==> config.mk <==
export PLATFORM = sky130hd
export DESIGN_NAME = fp_addsub_scheduler
export DESIGN_NICKNAME = d
export VERILOG_FILES = /design/src/rtl/fp_addsub_scheduler.sv
export SDC_FILE = /design/constraint.sdc
export NUM_CORES = 1
export LEC_CHECK = 0
export CORE_MARGIN = 5
export CORE_UTILIZATION = 39
export CTS_BUF_LIST = sky130_fd_sc_hd__clkbuf_4
export CTS_CLUSTER_SIZE = 10
export DETAILED_ROUTE_END_ITERATION = 8
export PLACE_DENSITY = 0.79
export RECOVER_POWER = 50
export SLEW_MARGIN = 5
export SYNTH_ARGS = -nofsm -noshare
export SYNTH_HDL_FRONTEND = slang
export SYNTH_SLANG_ARGS = --single-unit
export TNS_END_PERCENT = 20
==> constraint.sdc <==
create_clock -name clk -period 2.2 [get_ports clk]
set_input_delay 0.44 -clock clk [delete_from_list [all_inputs] [get_ports clk]]
set_output_delay 0.44 -clock clk [all_outputs]
set_load 0.01 [all_outputs]
==> src/rtl/fp_addsub_scheduler.sv <==
// rtl/fp_addsub_scheduler.sv - round-robin scheduler sharing one combinational fp adder between two requesters
//
// Purpose: arbitrates two operation request ports onto a single external
// combinational fp_adder_subber. The granted operands are registered and held
// on the add_* outputs. The adder result is captured after one evaluation
// cycle and returned with the requester ID over a valid/ready response channel.
// Exception flags are also accumulated into sticky status bits.
//
// Ports:
//   clk, rst                      clock, asynchronous active-low reset
//   reqN_valid / reqN_ready       request handshake for port N (N = 0, 1)
//   reqN_mode_fp, reqN_op         0 = half / 1 = single precision; 0 = add / 1 = sub
//   reqN_a, reqN_b                packed operands {sign, exp[7:0], mant[22:0]}
//   round_mode                    passed straight through to add_round_mode
//   add_*  (out)                  adder operand inputs, driven from operand registers
//   add_result_*, add_overflow,
//   add_underflow, add_inexact    adder result and exception outputs
//   rsp_valid / rsp_ready         response handshake
//   rsp_id, rsp_result, rsp_flags requester ID, packed result, {ovf, unf, inx}
//   sticky_flags, flag_clr        accumulated {ovf, unf, inx}; synchronous clear
//   busy                          high whenever the scheduler is not idle

module fp_addsub_scheduler #(
  parameter bit RR_INIT = 1'b1
) (
  input  logic        clk,
  input  logic        rst,
  input  logic        req0_valid,
  output logic        req0_ready,
  input  logic        req0_mode_fp,
  input  logic        req0_op,
  input  logic [31:0] req0_a,
  input  logic [31:0] req0_b,
  input  logic        req1_valid,
  output logic        req1_ready,
  input  logic        req1_mode_fp,
  input  logic        req1_op,
  input  logic [31:0] req1_a,
  input  logic [31:0] req1_b,
  input  logic        round_mode,
  output logic        add_mode_fp,
  output logic        add_operation,
  output logic        add_sign_a,
  output logic        add_sign_b,
  output logic [7:0]  add_exp_a,
  output logic [7:0]  add_exp_b,
  output logic [22:0] add_mant_a,
  output logic [22:0] add_mant_b,
  output logic        add_round_mode,
  input  logic        add_result_sign,
  input  logic [7:0]  add_result_exp,
  input  logic [22:0] add_result_mant,
  input  logic        add_overflow,
  input  logic        add_underflow,
  input  logic        add_inexact,
  output logic        rsp_valid,
  input  logic        rsp_ready,
  output logic        rsp_id,
  output logic [31:0] rsp_result,
  output logic [2:0]  rsp_flags,
  output logic [2:0]  sticky_flags,
  input  logic        flag_clr,
  output logic        busy
);

  typedef enum logic [1:0] {
    IDLE = 2'd0,
    EXEC = 2'd1,
    RESP = 2'd2
  } state_t;

  state_t      state_q, state_d;
  logic        last_grant_q;
  logic        id_q;
  logic        op_mode_q;
  logic        op_sub_q;
  logic [31:0] op_a_q;
  logic [31:0] op_b_q;
  logic        grant;
  logic        handshake;
  logic        capture;
  logic [2:0]  cap_flags;

  // With both ports valid the port that did not win last time is served;
  // otherwise whichever port is valid wins (port 1 iff only port 1 is valid).
  assign grant     = (req0_valid && req1_valid) ? ~last_grant_q : req1_valid;
  // rst gating keeps both readies low while reset is held, even though the
  // state register already reads IDLE.
  assign handshake = rst && (state_q == IDLE) && (req0_valid || req1_valid);
  assign req0_ready = handshake && !grant;
  assign req1_ready = handshake && grant;

  assign capture   = (state_q == EXEC);
  assign cap_flags = {add_overflow, add_underflow, add_inexact};

  assign rsp_valid = (state_q == RESP);
  assign rsp_id    = id_q;
  assign busy      = (state_q != IDLE);

  // Operand registers only change on a handshake, so the adder inputs stay
  // constant for the whole operation.
  assign add_mode_fp    = op_mode_q;
  assign add_operation  = op_sub_q;
  assign add_sign_a     = op_a_q[31];
  assign add_exp_a      = op_a_q[30:23];
  assign add_mant_a     = op_a_q[22:0];
  assign add_sign_b     = op_b_q[31];
  assign add_exp_b      = op_b_q[30:23];
  assign add_mant_b     = op_b_q[22:0];
  assign add_round_mode = round_mode;

  always_comb begin
    state_d = state_q;
    case (state_q)
      IDLE:    if (handshake) state_d = EXEC;
      EXEC:    state_d = RESP;
      RESP:    if (rsp_ready) state_d = IDLE;
      default: state_d = IDLE;
    endcase
  end

  always_ff @(posedge clk or negedge rst) begin
    if (!rst) begin
      state_q      <= IDLE;
      last_grant_q <= RR_INIT;
      id_q         <= 1'b0;
      op_mode_q    <= 1'b0;
      op_sub_q     <= 1'b0;
      op_a_q       <= '0;
      op_b_q       <= '0;
    end else begin
      state_q <= state_d;
      if (handshake) begin
        last_grant_q <= grant;
        id_q         <= grant;
        op_mode_q    <= grant ? req1_mode_fp : req0_mode_fp;
        op_sub_q     <= grant ? req1_op      : req0_op;
        op_a_q       <= grant ? req1_a       : req0_a;
        op_b_q       <= grant ? req1_b       : req0_b;
      end
    end
  end

  always_ff @(posedge clk or negedge rst) begin
    if (!rst) begin
      rsp_result   <= '0;
      rsp_flags    <= '0;
      sticky_flags <= '0;
    end else begin
      if (capture) begin
        rsp_result <= {add_result_sign, add_result_exp, add_result_mant};
        rsp_flags  <= cap_flags;
        // A clear landing on the capture edge keeps only the new flags.
        sticky_flags <= flag_clr ? cap_flags : (sticky_flags | cap_flags);
      end else if (flag_clr) begin
        sticky_flags <= '0;
      end
    end
  end

endmodule

# Word level (Yosys, flattened, before mapping)
# Index checks and enable logic that the tools add are counted.
[word_totals]
regBits = 108
wordCells = 38
[classes]
n_eq_ne = 4
reduce_logical = 11
mux = 11
bitwise = 2
[ops]
columns = ["op", "n"]
rows = [
  ["$mux W32", 2],
  ["$mux W3", 3],
  ["$pmux W2 S3", 1],
  ["$logic_and A1 B1 Y1", 5],
  ["$mux W2", 2],
  ["$reduce_bool A2 Y1", 2],
  ["$mux W1", 3],
  ["$or A3 B3 Y3", 1],
  ["$eq A2 B1 Y1 const B", 1],
  ["$eq A2 B2 Y1 const B", 1],
  ["$logic_not A2 Y1", 1],
  ["$ne A2 B1 Y1 const B", 1],
  ["$ne A2 B2 Y1 const B", 1],
  ["$reduce_and A2 Y1", 1],
  ["$logic_not A1 Y1", 1],
  ["$logic_or A1 B1 Y1", 1],
  ["$not A1 Y1", 1],
]

# Depth between registers and ports, before layout
# Gate-level depths: netlist (run 1).
[logic_depth]
word_depth = 5
depth_mapped = 7

# Worst setup path after synthesis (run 1)
# OpenSTA, ideal clock, no wires.
[synth_timing]
path_type = "input to output"
from = "input port req0_valid"
to = "output port req0_ready"
arrival_time_ps = 1272
path_stages = 5
slack_ps = 488
cell_sequence = "buf_2 > buf_2 > buf_1 > nand3_1 > inv_1"
[synth_between]
elab_chain_cells = 4
[synth_lines]
columns = ["item", "line_no", "text"]
rows = [
  ["start, declared", "28", "input logic req0_valid,"],
  ["$logic_and A1 B1 Y1", "86", "assign grant = (req0_valid && req1_valid) ? ~last_grant_q : req1_valid;"],
  ["$mux W1", "86", ""],
  ["$logic_not A1 Y1", "90", "assign req0_ready = handshake && !grant;"],
  ["$logic_and A1 B1 Y1 *", "90", ""],
  ["end, declared", "29", "output logic req0_ready,"],
]
# Every way passes the cells marked *; elsewhere a longest branch is shown, timed or not.

# Worst setup path in the final report (run 1)
[layout_timing]
from = "input port rst"
to = "register op_b_q[0]"
[layout_between]
elab_chain_cells = 2
[layout_lines]
columns = ["item", "line_no", "text"]
rows = [
  ["start, declared", "27", "input logic rst,"],
  ["$logic_and A1 B1 Y1 (2 in series)", "89", "assign handshake = rst && (state_q == IDLE) && (req0_valid || req1_valid);"],
  ["end signal, assigned", "139", "op_b_q <= grant ? req1_b : req0_b;"],
  ["end, declared", "78", "logic [31:0] op_b_q;"],
]
# No other way between the ends.
# A chain may end at the register's enable or synchronous reset.

==> flow_metrics.tcl, run 1 <==
set metrics [dict create \
    status "complete, no violations" \
    root_buffer "clkbuf_4" \
    die_h_um 120 \
    ys_ff_latch 108 \
    multiInputGateArea_mm2 0.00177 \
    finalCritPeriodShare 0.980 \
    vias_per_cell 5.37 \
    clock_latency_ps 500 \
    clkTransAtPathRegs_ps 150 \
    cts_buffers 9 \
    wl_um 17000 \
    worst_ir_drop_vdd_mv 0.566 \
    avgSynthCellArea_um2 9.85 \
    yosysSeqAreaShare 0.571 \
    drc_errors 0 \
    drv_slew 0 \
    slew_headroom 0.293 \
    tightestPinTransition_ps 1060 \
    hpwlAfterDp_um 12300 \
    io_buffer_count 281 \
    grt_use_total 0.235 \
    synth_fp_nets 655 \
    final_cell_count_no_fill 899 \
    ys_warn_count 0 \
    fp-row-count 40 \
    core_area_mm2 0.0120 \
    dr.pass1.iters 5 \
    grt_pass1_wl_um 26700 \
    fillers 958 \
    post-place-cells 877 \
    final_layout_size_suffix_gt1_frac 0.0600 \
    wire_per_inst_um 18.9 \
    die_area_mm2 0.0145 \
    p_total_uw 8380 \
    power.leakage_uw 0.00352 \
    detail-route-antenna-nets 0 \
    worst_ep_arrival_time_ps 2590 \
    finalSetupViolCount 0 \
    regArea_mm2 0.00271 \
    rsz0062_at_grt "false" \
    num_vias 4824 \
    cts_sinks 108 \
    ios 284 \
    fin_skew_ps 22.7 \
    clock_path_buffers 2 \
    worstSetupPathType "input pin to flip-flop" \
    powerDensity_mw_per_mm2 1080 \
    synthTopCellsByArea "dfrtp_1, a221o_1, nand2_1" \
    syn2layout_area_growth_pct 63.9 \
    synthCells 481 \
    start_kind "input pin" \
    synth_top_area_cell "dfrtp_1" \
    cts_tree "done" \
    antenna_found_initial 1 \
    gp_congestion 0.799 \
    period_needed_ps 2160 \
    drt-initial-drc-count 377 \
    timing.fmax_mhz 464 \
    die_w_um 120 \
    grt_pass1_vias 4976 \
    final.setup.tns_ps 0 \
    cap_violations 0 \
    setup_slack_ps 44.4 \
    finalHoldViolations 0 \
    holdWs_ps 381 \
    cp.required_ps 2630 \
    grt_max_degree 86 \
    hp-class "input pin to flip-flop" \
    critPathCaptureType "flip-flop" \
    synth.distinct_cells 23 \
    final_nets 919 \
    critical_path.max_fanout 66 \
    initial_utilization 0.396 \
    h-tree-depth 3 \
    syn_area_mm2 0.00474 \
    yosys.area.top_type_share 0.565 \
    pre_cts_ws_ps -67.0 \
    grt_overflow 0 \
]
flip-flops by register name, indices dropped and copies added, names as in the netlist:
signal / flops
op_b_q: 32
sticky_flags: 3
op_a_q: 32
add_operation: 1
state_q: 2
rsp_id: 1
add_mode_fp: 1
last_grant_q: 1
rsp_flags: 3
rsp_result: 32
routing by layer:
metal  track usage  part of all wire  vias up
met4         0.120             0.049        0
met2         0.380              0.49      240
met3        0.0552             0.080       52
met1         0.294              0.38     2309
li1              -                 -     2223
met5             0                 0        -
cell usage after synthesis:
| master | count |
|---|---|
| or3b_1 | 1 |
| inv_1 | 6 |
| nand2_1 | 172 |
| nor2b_1 | 1 |
| and2b_1 | 1 |
| buf_4 | 2 |
| nor3b_2 | 1 |
| clkbuf_2 | 1 |
| buf_1 | 4 |
| o21ai_0 | 4 |
| clkbuf_1 | 24 |
| buf_6 | 10 |
| nand2b_1 | 3 |
| a221o_1 | 66 |
| dfrtp_1 | 107 |
| dfstp_2 | 1 |
| buf_2 | 5 |
| or2_2 | 1 |
| and3_1 | 1 |
| o21a_1 | 2 |
| nor3_1 | 66 |
| o21ai_1 | 1 |
| nand3_1 | 1 |
layout by cell type, fill, tap and decap left out:
| master | n |
|---|---|
| a221o_1 | 66 |
| and2b_2 | 1 |
| and3_2 | 1 |
| buf_12 | 3 |
| buf_2 | 1 |
| buf_4 | 10 |
| buf_6 | 1 |
| clkbuf_2 | 4 |
| clkbuf_4 | 13 |
| clkdlybuf4s50_1 | 179 |
| clkinv_1 | 1 |
| clkinv_2 | 2 |
| clkinvlp_4 | 1 |
| dfrtp_1 | 106 |
| dfrtp_2 | 1 |
| dfstp_2 | 1 |
| diode_2 | 2 |
| dlygate4sd2_1 | 2 |
| dlygate4sd3_1 | 97 |
| inv_1 | 6 |
| inv_6 | 1 |
| nand2_1 | 172 |
| nand2b_1 | 3 |
| nand3_1 | 1 |
| nor2b_2 | 1 |
| nor3_1 | 66 |
| nor3b_4 | 1 |
| o21a_1 | 2 |
| o21ai_0 | 4 |
| o21ai_4 | 1 |
| or2_2 | 1 |
| or3b_2 | 1 |
logic make-up (layout without fill, tap and decap cells):
group	after synthesis	in the layout	synth area share
other cells	0	2	0
buf+inv	52	321	0.0602
flops	108	108	0.571
compound gates	73	73	0.148
simple gates	248	248	0.221
worst paths after layout:
path	from	endpoint	slack [ps]	cells after the start
max in group asynchronous	rst	state_q[1]	350	4
worst max-delay path	rst	op_b_q[0]	40	7
worst min register to register	rsp_result[19]	rsp_result[19]	490	2
worst min-delay path	req0_valid	last_grant_q	380	4
min in group asynchronous	rst	rsp_result[31]	470	3
worst max register to register	state_q[1]	op_b_q[0]	330	4
critical path: stages:
cell and delay, ps:
buf_4 100, dlygate4sd3_1 590, buf_6 250, or3b_2 500, buf_12 230, nor3_1 270
a221o_1 170
repair_timing:
item,CTS,global route
resized for setup,4,7
hold buffers,1,0
pin swaps,0,1
buffers inserted,3,0
endpoints found under the setup margin,4,16
hold endpoints to repair,23,0
per-stage QoR:
stage          instance area [um2]  utilization
6_report                      7770        0.649
5_1_grt                       7760        0.649
3_5_place_dp                  7620        0.637
3_3_place_gp                  7620        0.637
2_1_floorplan                 4740            -
4_1_cts                       7760        0.649
where the power goes:
| group | switching (uW) | internal, uW |
|---|---|---|
| sequential | 545 | 2900 |
| clock | 662 | 255 |
| combinational | 1800 | 2210 |
| total | 3010 | 5370 |
area by class of cell:
cell class	count	area share
timing repair buffer	299	0.382
clock inverter	5	0.00387
sequential	108	0.348
antenna	2	0.000644
inverter	6	0.00290
multi-input combinational	321	0.228
clock buffer	11	0.0106
tap	147	0.0237
Note: power is estimated with default switching activity, not from simulation.
==> inputs of run 2 (changes only) <==
--- a/config.mk
+++ b/config.mk
@@ -5,12 +5,14 @@
 export SDC_FILE = /design/constraint.sdc
 export NUM_CORES = 1
 export LEC_CHECK = 0
+export ABC_AREA = 0
+export CELL_PAD_IN_SITES_DETAIL_PLACEMENT = 0
+export CELL_PAD_IN_SITES_GLOBAL_PLACEMENT = 1
 export CORE_MARGIN = 5
-export CORE_UTILIZATION = 39
+export CORE_UTILIZATION = 27
 export CTS_BUF_LIST = sky130_fd_sc_hd__clkbuf_4
-export CTS_CLUSTER_SIZE = 10
 export DETAILED_ROUTE_END_ITERATION = 8
-export PLACE_DENSITY = 0.79
+export PLACE_DENSITY = 0.77
 export RECOVER_POWER = 50
 export SLEW_MARGIN = 5
 export SYNTH_ARGS = -nofsm -noshare
==> flow_metrics.tcl, run 2 (synthesis gave the netlist of run 1 again) <==
set metrics [dict create \
    min_path_cells 3 \
    fin_skew_ps 27.5 \
    powerDensity_mw_per_mm2 1080 \
    min_to "last_grant_q" \
    rr_endpoint "op_b_q[24]" \
    tightestPinTransition_ps 780 \
    critical_path.max_fanout 5 \
    grt_pass1_vias 4936 \
    crit_slowest_cell "dfrtp_1" \
    fp-row-count 48 \
    worstSetupPathType "flip-flop to primary output" \
    final.setup.tns_ps 0 \
    ios 284 \
    rsz0062_at_grt "false" \
    slew_headroom 0.480 \
    die_area_mm2 0.0203 \
    finalCritPeriodShare 0.943 \
    initial_utilization 0.275 \
    grt_overflow 0 \
    critPathMaxStageDelay_ps 440 \
    status "complete, no violations" \
    drv_slew 0 \
    drc_errors 0 \
    clock_latency_ps 480 \
    hp-class "input pin to flip-flop" \
    path_buf_inv 2 \
    antenna_found_initial 1 \
    hpwlAfterDp_um 12700 \
    core_area_mm2 0.0172 \
    clkTransAtPathRegs_ps 190 \
    start_kind "flip-flop" \
    die_h_um 142 \
    timing.fmax_mhz 482 \
    final_layout_size_suffix_gt1_frac 0.0560 \
    h-tree-depth 3 \
    period_needed_ps 2070 \
    wire_per_inst_um 17.8 \
    pre_cts_ws_ps -20.5 \
    wl_um 17400 \
    dr.pass1.iters 5 \
    cp_top_family "buffers and inverters" \
    p_total_uw 8470 \
    holdWs_ps 314 \
    setup_slack_ps 126 \
    final_nets 919 \
    fillers 1591 \
    crit_path_cell_trace "clkbuf_1 -> or2_2 -> dlygate4sd2_1" \
    hp-start "req0_valid" \
    io_buffer_count 281 \
    final_cell_mix "clkdlybuf4s50_1, nand2_1, dfrtp_1" \
    final_common_cell "clkdlybuf4s50_1" \
    r2r_start "state_q[0]" \
    worst_ep_arrival_time_ps 1630 \
    grt_use_total 0.167 \
    clock_path_buffers 2 \
    cts_buffers 9 \
    syn2layout_area_growth_pct 65.6 \
    die_w_um 142 \
    finalSetupViolCount 0 \
    finalHoldViolations 0 \
    num_vias 4714 \
    grt_max_degree 67 \
    vias_per_cell 4.83 \
    cap_violations 0 \
    detail-route-antenna-nets 0 \
    root_buffer "clkbuf_4" \
    cts_sinks 108 \
    cts_tree "done" \
    rrSetupSlack_ps 210 \
    drt-initial-drc-count 241 \
    grt_pass1_wl_um 27000 \
    worst_ir_drop_vdd_mv 0.433 \
    gp_congestion 0.837 \
    largestRegisters "op_a_q: 32 flops, op_b_q: 32 flops, rsp_result: 32 flops" \
    critPathCaptureType "primary output" \
    power.leakage_uw 0.00348 \
    r2r_cells 5 \
    cp.required_ps 1760 \
]
## run 2: what timing repair did
action	in CTS	in global routing
hold buffers	1	0
setup endpoints to repair	4	2
buffers inserted	3	0
pin swaps	1	2
hold endpoints to repair	2	0
resized for setup	7	4
## run 2: how the worst max path moves through the flow
| stage | endpoint | from | slack, ps | depth (start not counted) |
|---|---|---|---|---|
| 6_report | busy | state_q[1] | 130 | 3 |
| 5_1_grt | busy | state_q[1] | 10 | 3 |
| 4_1_cts | req1_ready | state_q[1] | 3 | 4 |
| 3_5_place_dp | req1_ready | req1_valid | -20 | 3 |
| 3_3_place_gp | req1_ready | req1_valid | -20 | 3 |
| 2_1_floorplan | req0_ready | req0_valid | 490 | 5 |
## run 2: metrics by stage
stage	util	area (um2)	std cells
2_1_floorplan	-	4740	481
3_3_place_gp	0.447	7710	955
3_5_place_dp	0.447	7710	955
4_1_cts	0.456	7860	975
5_1_grt	0.455	7850	976
6_report	0.455	7850	976
## run 2: power by group
group          switching, uW  total (uW)  internal (uW)
combinational           1800        4070           2270
sequential               528        3430           2900
clock                    722         973            251
## run 2: routing by layer
layer | track usage | vias to the layer above | part of all wire
met5 | 0 | - | 0
met4 | 0.0735 | 0 | 0.032
met3 | 0.0413 | 33 | 0.079
met2 | 0.279 | 211 | 0.49
met1 | 0.203 | 2252 | 0.40
li1 | - | 2218 | -
## run 2: layout make-up
| cell class | count | area, um2 | share of cell area |
|---|---|---|---|
| Antenna cell | 1 | 2.50 | 0.000319 |
| Timing Repair Buffer | 299 | 2940 | 0.375 |
| Multi-Input combinational cell | 321 | 1770 | 0.225 |
| Inverter | 6 | 22.5 | 0.00287 |
| Sequential cell | 108 | 2700 | 0.345 |
| Clock inverter | 7 | 57.6 | 0.00734 |
| Clock buffer | 9 | 67.6 | 0.00861 |
| Tap cell | 225 | 282 | 0.0359 |
## run 2: worst min-delay path: stages
cell     delay, ps
buf_2          130
nand3_1        110
o21a_1         120
